$ cat config.mk
export PLATFORM = sky130hd
export DESIGN_NAME = multi_alarm_clock
export DESIGN_NICKNAME = d
export VERILOG_FILES = /design/src/rtl/multi_alarm_clock_pkg.sv /design/src/rtl/multi_alarm_clock_alarm_channel.sv /design/src/rtl/multi_alarm_clock.sv
export SDC_FILE = /design/constraint.sdc
export NUM_CORES = 1
export LEC_CHECK = 0
export CAP_MARGIN = 15
export CORE_MARGIN = 4
export CORE_UTILIZATION = 45
export CTS_CLUSTER_SIZE = 12
export DETAILED_ROUTE_END_ITERATION = 10
export PLACE_DENSITY_LB_ADDON = 0.1
export SETUP_SLACK_MARGIN = 0.02
export SLEW_MARGIN = 30
export SYNTH_ARGS = -nofsm -noshare
export SYNTH_HDL_FRONTEND = slang
export SYNTH_HIERARCHICAL = 1
export SYNTH_SLANG_ARGS = --single-unit
$ cat constraint.sdc
create_clock -name clk -period 4.3 [get_ports clk]
set_input_delay 0.43 -clock clk [delete_from_list [all_inputs] [get_ports clk]]
set_output_delay 0.43 -clock clk [all_outputs]
set_load 0.03 [all_outputs]
$ cat src/rtl/multi_alarm_clock_pkg.sv
`default_nettype none
// ============================================================================
// multi_alarm_clock_pkg : mode/select/channel encodings, field limits, helpers
// Rev 1.0
// ============================================================================
package multi_alarm_clock_pkg;

  typedef enum logic [1:0] {
    MODE_CLOCK      = 2'd0,
    MODE_CLOCK_EDIT = 2'd1,
    MODE_ALARM_EDIT = 2'd2,
    MODE_TIMER      = 2'd3
  } mode_e;

  typedef enum logic [1:0] {
    SEL_NONE = 2'd0,
    SEL_SEC  = 2'd1,
    SEL_MIN  = 2'd2,
    SEL_HOUR = 2'd3
  } sel_e;

  typedef enum logic [1:0] {
    CH_IDLE    = 2'd0,
    CH_RINGING = 2'd1,
    CH_SNOOZED = 2'd2
  } chan_state_e;

  localparam logic [5:0] MAX_SEC  = 6'd59;
  localparam logic [5:0] MAX_MIN  = 6'd59;
  localparam logic [4:0] MAX_HOUR = 5'd23;

  function automatic logic [5:0] inc_wrap(input logic [5:0] v, input logic [5:0] max);
    return (v >= max) ? 6'd0 : v + 6'd1;
  endfunction

endpackage
`default_nettype wire

$ cat src/rtl/multi_alarm_clock_alarm_channel.sv
`default_nettype none
// ============================================================================
// alarm_channel : one alarm time plus IDLE/RINGING/SNOOZED state machine
// Snooze support compiled in with MULTI_ALARM_SNOOZE_EN.  Rev 1.0
// ============================================================================
module alarm_channel
  import multi_alarm_clock_pkg::*;
#(
  parameter int unsigned RING_SECS  = 60,
  parameter int unsigned SNOOZE_MIN = 5
) (
  input  logic       clk,
  input  logic       rst,
  input  logic       tick_i,
  input  logic       advance_i,
  input  logic [4:0] now_hour_i,
  input  logic [5:0] now_min_i,
  input  logic [5:0] now_sec_i,
  input  logic       enable_i,
  input  logic       snooze_i,
  input  logic       ring_ack_i,
  input  logic       inc_min_i,
  input  logic       inc_hour_i,
  output logic [4:0] hour_o,
  output logic [5:0] min_o,
  output logic       ringing_o
);

  localparam int unsigned RING_W = $clog2(RING_SECS + 1);

  chan_state_e       state_q, state_d;
  logic [RING_W-1:0] ring_q, ring_d;
  logic [4:0]        hour_q, hour_d;
  logic [5:0]        min_q, min_d;
  logic              match;

`ifdef MULTI_ALARM_SNOOZE_EN
  localparam int unsigned SNZ_TICKS = SNOOZE_MIN * 60;
  localparam int unsigned SNZ_W     = $clog2(SNZ_TICKS + 1);
  logic [SNZ_W-1:0] snz_q, snz_d;
`else
  logic unused_snooze;
  assign unused_snooze = snooze_i;
`endif

  // Only a real clock advance can trigger; a tick while the clock is held is not a new time.
  assign match = advance_i && enable_i && (now_hour_i == hour_q) &&
                 (now_min_i == min_q) && (now_sec_i == 6'd0);

  always_comb begin
    hour_d = inc_hour_i ? 5'(inc_wrap({1'b0, hour_q}, {1'b0, MAX_HOUR})) : hour_q;
    min_d  = inc_min_i  ? inc_wrap(min_q, MAX_MIN) : min_q;
  end

  always_comb begin
    state_d = state_q;
    ring_d  = ring_q;
`ifdef MULTI_ALARM_SNOOZE_EN
    snz_d   = snz_q;
`endif
    case (state_q)
      CH_IDLE: begin
        if (match) begin
          state_d = CH_RINGING;
          ring_d  = '0;
        end
      end
      CH_RINGING: begin
        if (ring_ack_i || !enable_i) begin
          state_d = CH_IDLE;
`ifdef MULTI_ALARM_SNOOZE_EN
        end else if (snooze_i) begin
          state_d = CH_SNOOZED;
          snz_d   = '0;
`endif
        end else if (tick_i) begin
          if (32'(ring_q) + 32'd1 >= RING_SECS) state_d = CH_IDLE;
          else                                  ring_d  = ring_q + 1'b1;
        end
      end
`ifdef MULTI_ALARM_SNOOZE_EN
      CH_SNOOZED: begin
        if (ring_ack_i || !enable_i) begin
          state_d = CH_IDLE;
        end else if (tick_i) begin
          if (match || (32'(snz_q) + 32'd1 >= SNZ_TICKS)) begin
            state_d = CH_RINGING;
            ring_d  = '0;
          end else begin
            snz_d = snz_q + 1'b1;
          end
        end
      end
`endif
      default: state_d = CH_IDLE;
    endcase
  end

  always_ff @(posedge clk or posedge rst) begin
    if (rst) begin
      state_q <= CH_IDLE;
      ring_q  <= '0;
      hour_q  <= '0;
      min_q   <= '0;
`ifdef MULTI_ALARM_SNOOZE_EN
      snz_q   <= '0;
`endif
    end else begin
      state_q <= state_d;
      ring_q  <= ring_d;
      hour_q  <= hour_d;
      min_q   <= min_d;
`ifdef MULTI_ALARM_SNOOZE_EN
      snz_q   <= snz_d;
`endif
    end
  end

  assign hour_o    = hour_q;
  assign min_o     = min_q;
  assign ringing_o = (state_q == CH_RINGING);

endmodule
`default_nettype wire

$ cat src/rtl/multi_alarm_clock.sv
`default_nettype none
// ============================================================================
// multi_alarm_clock : time-of-day clock, N alarm channels, countdown timer
// Snooze support compiled in with MULTI_ALARM_SNOOZE_EN.  Rev 1.0
// ============================================================================
module multi_alarm_clock
  import multi_alarm_clock_pkg::*;
#(
  parameter int unsigned TICKS_PER_SEC = 1000,
  parameter int unsigned N_ALARMS      = 4,
  parameter int unsigned RING_SECS     = 60,
  parameter int unsigned SNOOZE_MIN    = 5
) (
  input  logic                                              clk,
  input  logic                                              global_reset,
  input  logic [1:0]                                        mode,
  input  logic [1:0]                                        select,
  input  logic                                              increment,
  input  logic [((N_ALARMS > 1) ? $clog2(N_ALARMS) : 1)-1:0] alarm_idx,
  input  logic [N_ALARMS-1:0]                               alarm_enable,
  input  logic                                              start_stop,
  input  logic                                              snooze,
  input  logic                                              ring_ack,
  output logic [5:0]                                        sec_out,
  output logic [5:0]                                        min_out,
  output logic [4:0]                                        hour_out,
  output logic [N_ALARMS-1:0]                               ring_vec,
  output logic                                              alarm_out,
  output logic                                              timer_done
);

  localparam int unsigned IDX_W = (N_ALARMS > 1) ? $clog2(N_ALARMS) : 1;
  localparam int unsigned PRE_W = $clog2(TICKS_PER_SEC);

  logic [PRE_W-1:0] presc_q, presc_d;
  logic [5:0]       sec_q, sec_d, min_q, min_d;
  logic [4:0]       hour_q, hour_d;
  logic [5:0]       tsec_q, tsec_d, tmin_q, tmin_d;
  logic [4:0]       thour_q, thour_d;
  logic             run_q, run_d, done_q, done_d;
  logic             tick, clk_hold, clk_adv, tmr_zero;
  logic [4:0]       ahour [N_ALARMS];
  logic [5:0]       amin  [N_ALARMS];

  assign tick     = (presc_q == PRE_W'(TICKS_PER_SEC - 1));
  assign clk_hold = (mode == MODE_CLOCK_EDIT) && (select != SEL_NONE);
  assign tmr_zero = ({thour_q, tmin_q, tsec_q} == 17'd0);

  // Editing seconds restarts the current second so the new value is shown for a full second.
  always_comb begin
    presc_d = presc_q + 1'b1;
    if ((clk_hold && (select == SEL_SEC) && increment) || tick) presc_d = '0;
  end

  always_comb begin
    sec_d   = sec_q;
    min_d   = min_q;
    hour_d  = hour_q;
    clk_adv = 1'b0;
    if (clk_hold) begin
      if (increment) begin
        case (select)
          SEL_SEC:  sec_d  = inc_wrap(sec_q, MAX_SEC);
          SEL_MIN:  min_d  = inc_wrap(min_q, MAX_MIN);
          SEL_HOUR: hour_d = 5'(inc_wrap({1'b0, hour_q}, {1'b0, MAX_HOUR}));
          default:  ;
        endcase
      end
    end else if (tick) begin
      clk_adv = 1'b1;
      sec_d   = inc_wrap(sec_q, MAX_SEC);
      if (sec_q == MAX_SEC) begin
        min_d = inc_wrap(min_q, MAX_MIN);
        if (min_q == MAX_MIN) hour_d = 5'(inc_wrap({1'b0, hour_q}, {1'b0, MAX_HOUR}));
      end
    end
  end

  always_comb begin
    tsec_d  = tsec_q;
    tmin_d  = tmin_q;
    thour_d = thour_q;
    run_d   = run_q;
    done_d  = done_q;
    if (start_stop) begin
      done_d = 1'b0;
      if (run_q)          run_d = 1'b0;
      else if (!tmr_zero) run_d = 1'b1;
    end else begin
      if (ring_ack) done_d = 1'b0;
      if (run_q && tick) begin
        if (tsec_q != 6'd0) begin
          tsec_d = tsec_q - 6'd1;
        end else begin
          tsec_d = MAX_SEC;
          if (tmin_q != 6'd0) begin
            tmin_d = tmin_q - 6'd1;
          end else begin
            tmin_d  = MAX_MIN;
            thour_d = thour_q - 5'd1;
          end
        end
        if ({thour_q, tmin_q, tsec_q} == {5'd0, 6'd0, 6'd1}) begin
          run_d  = 1'b0;
          done_d = 1'b1;
        end
      end else if (!run_q && (mode == MODE_TIMER) && increment) begin
        case (select)
          SEL_SEC:  tsec_d  = inc_wrap(tsec_q, MAX_SEC);
          SEL_MIN:  tmin_d  = inc_wrap(tmin_q, MAX_MIN);
          SEL_HOUR: thour_d = 5'(inc_wrap({1'b0, thour_q}, {1'b0, MAX_HOUR}));
          default:  ;
        endcase
      end
    end
  end

  always_ff @(posedge clk or posedge global_reset) begin
    if (global_reset) begin
      presc_q <= '0;
      sec_q   <= '0;
      min_q   <= '0;
      hour_q  <= '0;
      tsec_q  <= '0;
      tmin_q  <= '0;
      thour_q <= '0;
      run_q   <= 1'b0;
      done_q  <= 1'b0;
    end else begin
      presc_q <= presc_d;
      sec_q   <= sec_d;
      min_q   <= min_d;
      hour_q  <= hour_d;
      tsec_q  <= tsec_d;
      tmin_q  <= tmin_d;
      thour_q <= thour_d;
      run_q   <= run_d;
      done_q  <= done_d;
    end
  end

  for (genvar i = 0; i < N_ALARMS; i++) begin : g_chan
    logic edit_sel;
    assign edit_sel = (mode == MODE_ALARM_EDIT) && increment && (alarm_idx == IDX_W'(i));

    alarm_channel #(
      .RING_SECS (RING_SECS),
      .SNOOZE_MIN(SNOOZE_MIN)
    ) u_chan (
      .clk       (clk),
      .rst       (global_reset),
      .tick_i    (tick),
      .advance_i (clk_adv),
      .now_hour_i(hour_d),
      .now_min_i (min_d),
      .now_sec_i (sec_d),
      .enable_i  (alarm_enable[i]),
      .snooze_i  (snooze),
      .ring_ack_i(ring_ack),
      .inc_min_i (edit_sel && (select == SEL_MIN)),
      .inc_hour_i(edit_sel && (select == SEL_HOUR)),
      .hour_o    (ahour[i]),
      .min_o     (amin[i]),
      .ringing_o (ring_vec[i])
    );
  end

  always_comb begin
    sec_out  = sec_q;
    min_out  = min_q;
    hour_out = hour_q;
    case (mode)
      MODE_ALARM_EDIT: begin
        sec_out  = 6'd0;
        min_out  = 6'd0;
        hour_out = 5'd0;
        if (32'(alarm_idx) < N_ALARMS) begin
          min_out  = amin[alarm_idx];
          hour_out = ahour[alarm_idx];
        end
      end
      MODE_TIMER: begin
        sec_out  = tsec_q;
        min_out  = tmin_q;
        hour_out = thour_q;
      end
      default: ;
    endcase
  end

  assign alarm_out  = |ring_vec;
  assign timer_done = done_q;

endmodule
`default_nettype wire

==> flow_results.org <==
** Route
- First DRT Iteration DRCs :: 389
- In the routed layout, each cell is associated on average with a via count of 5.89.
- Drc violations :: 0
- DRT Wirelength :: 21600 um
- Count of antenna-violating nets left after detailed routing :: 0
- The pre-antenna-repair detailed-routing pass consisted of 5 iterations.
- Detailed routing inserted a total of 7091 vias.
- Dividing the detail-routed wire length by the instance count gives 17.9 um.

** STA
- The count of pins over their slew limit is 0.
- Final period demand of the worst path :: 3.80 ns
- For the pin with the worst max-slew slack, the measured transition is 0.887 ns.
- Final worst-path cycle share :: 88.4%
- Across all hold checks on the routed design, the worst slack comes to 0.494 ns.
- The worst pin sits at a relative slew slack of 40.9%.
- For this run, the top clock speed supported by timing is 263 MHz.
- In the post-route analysis, the smallest setup slack over all paths is 0.498 ns.
- Worst-case clock skew :: 0.00915 ns
- Setup repair after global routing left no endpoint under its margin.
- Final setup viols :: 0
- The count of endpoints failing hold in the final timing report came to 0.
- Setup total negative slack on the finished layout was measured at 0 ns.

** Floorplan
- The floorplan step defined a die boundary enclosing 21200 sq um.
- Chip width :: 146 um
- Std-Cell Rows :: 50
- The floorplan step defined a core boundary enclosing 18600 sq um.
- During I/O placement, the number of pins put on the boundary was 39.
- Starting Density :: 45.7%
- Vert. Die Dim :: 146 um

** Placed design
- Number of placed cells counting well taps :: 1172
- Placed cell areas :: 9030 sq um
- Routability cong. :: 0.965
- Port buffer count :: 37
- Half-perimeter wire length after detailed placement :: 15900 um
- Post-Place Setup Slack :: 0.299 ns

** Finish
- The post-route netlist has 11.6% of its cells at a drive strength greater than 1.
- After the flow finishes, the layout carries non-filler instances totaling 1204.
- Layout overhead on the synthesized area :: 13.3%
- Final core area utilization :: 51.8%
- Final net count :: 998
- Fillcell total :: 1744
- Multi-input combinational cell area :: 5190 sq um
- Post-Layout Inst Area :: 9650 sq um
- Number of antenna diodes :: 0
- Footprint of the flip-flops and latches :: 2950 sq um

** Worst hold path
- Class of the most critical hold timing path :: register to register
- Hold Startpoint :: presc_q[0]

** Synth
- Dividing the synthesized area by the synthesized cell count gives 9.08 sq um.
- Number of synthesis warnings :: 6
- The most used flip-flop cell after synthesis is dfrtp_1.
- In the synthesized netlist the async set-or-reset flop fraction comes to 100%.
- Synthesis produced a netlist with a net count of 979.
- Area of the mapped netlist :: 8520 sq um
- Of the synthesized area, sequential elements account for 34.7%.
- Post-synth EDFFs :: 0
- Counting flops and latches in the post-synthesis netlist gives 118.
- Gate count after technology mapping :: 938
- The netlist uses 67 different library cells.

** Setup path
- The startpoint identified for the worst register-to-register timing path is presc_q[0].
- Worst EP required :: 4.60 ns
- Worst Setup Path Type :: register to register
- Worst path max stage delay :: 0.58 ns
- The worst setup path is launched from a register.
- The worst setup path is captured at a register.
- Data arrival time of the critical path :: 4.10 ns
- The signal on the critical path passes through ha_1 -> nand4b_2 -> or3_1 -> o31a_1 -> o21ai_1 -> xnor2_1 -> nand4_1 -> nor4_2 -> nor2_2 -> a211o_1.
- Critical-path top delay cell :: o21ai_1
- In this run the worst path has a maximum fanout of 9.
- Worst setup path startpoint :: presc_q[0]

** Clock network
- Post-CTS timing repair inserted 0 buffers for setup.
- Count of cells resized by post-cts repair :: 0
- CTS built an H-tree with a depth of 4.
- Counting every sink on the clock net gives 118.
- TritonCTS built the clock tree.
- Clock tree synthesis inserted a total of 17 buffers.
- At the later pin of the worst-skew pair, clock insertion delay measures 0.42 ns.
- The tree is rooted in a clkbuf_16.
- The clock passes through at most 2 buffers.
- Hold repair after CTS inserted 0 buffers.
- After clock tree synthesis, the clock-pin slew on the worst setup and hold paths is 0.06 ns.

** Power and ir drop
- Maximum VDD drop :: 0.262 mV
- In this run the power density over the cells is 439 nW/um^2.
- Leakage Power :: 4.11 nW
- Overall power consumption after layout is estimated at 4.24 mW.

** Global routing
- Overflow left after global routing :: 0
- Entering global routing, the biggest net connects 47 pins.
- The number of global-route vias before repair was 6691.
- The number of antenna violations at the first check in global routing came to 0.
- Global routing consumed, over all layers together, 20.5% of the routing resources.
- Global-route wire length before repair :: 35600 um

** Flow run
- Across the run, the number of max-cap violations was 0.

** Run status
- Run status :: finished clean
## registers in the layout (all words and copies together), names as in the netlist, 5 cells and up
name                  cells
g_chan.u_chan/hour_o     20
g_chan.u_chan/min_o      24
g_chan.u_chan/ring_q     24
hour_q                    5
min_q                     6
presc_q                  10
sec_q                     6
thour_q                   5
tmin_q                    6
tsec_q                    6
## power breakdown
part	internal, mW	switching (mW)
sequential	1.25	0.247
combinational	0.544	0.698
clock	0.924	0.573
total	2.72	1.52
## cell usage after synthesis (22+ instances only)
library cell | number | area [sq um]
dfrtp_1 | 118 | 2950
nand2_1 | 84 | 315
nor2_1 | 76 | 285
o21ai_0 | 58 | 290
a21oi_1 | 51 | 255
xnor2_1 | 43 | 377
nand4_1 | 41 | 257
nand3_1 | 39 | 195
inv_1 | 34 | 128
nor3_1 | 32 | 160
clkbuf_1 | 30 | 113
ha_1 | 25 | 313
and3_1 | 22 | 138
## kinds of logic after synthesis
family,Yosys count,synth area share (%)
compound gates,209,16.9
xor+xnor,71,8.89
fa+ha+maj,25,3.67
buf+inv,84,4.55
flops,118,34.7
mux,36,5.92
simple gates,395,25.4
## path summary, 6_finish.rpt
check	slack (ns)	to	depth (start not counted)
setup / recovery	0.50	g_chan[3].u_chan/ring_q[3]	10
hold / removal	0.49	presc_q[0]	1
setup reg to reg	0.50	g_chan[3].u_chan/ring_q[3]	10
hold reg to reg	0.49	presc_q[0]	1
max in group asynchronous	3.08	g_chan[0].u_chan/min_o[5]	2
min in group asynchronous	0.58	sec_q[4]	2
## worst max-delay path, delay by kind of cell (launching register included)
kind / cells / cell delay, ns
adder cells (fa/ha/maj): 1 / 0.23
XOR/XNOR: 1 / 0.22
flip-flops: 1 / 0.39
AO/OA/AOI/OAI: 3 / 1.35
AND/OR/NAND/NOR: 5 / 1.48
## layout make-up
class / instances / share of cell area (%)
Multi-Input combinational cell: 736 / 53.8
Tap cell: 234 / 3.03
Timing Repair Buffer: 50 / 4.85
Clock inverter: 15 / 2.00
Clock buffer: 17 / 4.41
Sequential cell: 118 / 30.6
Inverter: 34 / 1.35
## per-layer routing
| metal | global-route usage [%] | part of all wire (%) | routed length (um) |
|---|---|---|---|
| met5 | 0 | 0 | 0 |
| met4 | 6.03 | 2.0 | 438 |
| met3 | 4.11 | 3.3 | 707 |
| met2 | 33.2 | 48 | 10300 |
| met1 | 28.0 | 47 | 10200 |
## cell usage in the layout, fill, tap and decap left out, types with 6 or more instances in the layout
cell	instances
xnor2_1	43
xnor2_2	8
nor3_1	32
nand3_1	39
ha_1	25
o21ai_0	56
o31ai_1	11
nand4_1	41
clkdlybuf4s50_1	37
inv_1	33
and3_1	22
buf_4	13
and2_1	6
nor2_1	76
a211o_1	13
nand2_1	84
mux2i_1	20
nor2b_1	8
mux4_2	11
xor2_1	16
a21oi_1	51
nand4b_1	16
clkbuf_16	17
nand2b_1	20
a21o_1	10
dfrtp_1	118
o22ai_1	7
Power figures use the tool's default switching activity.
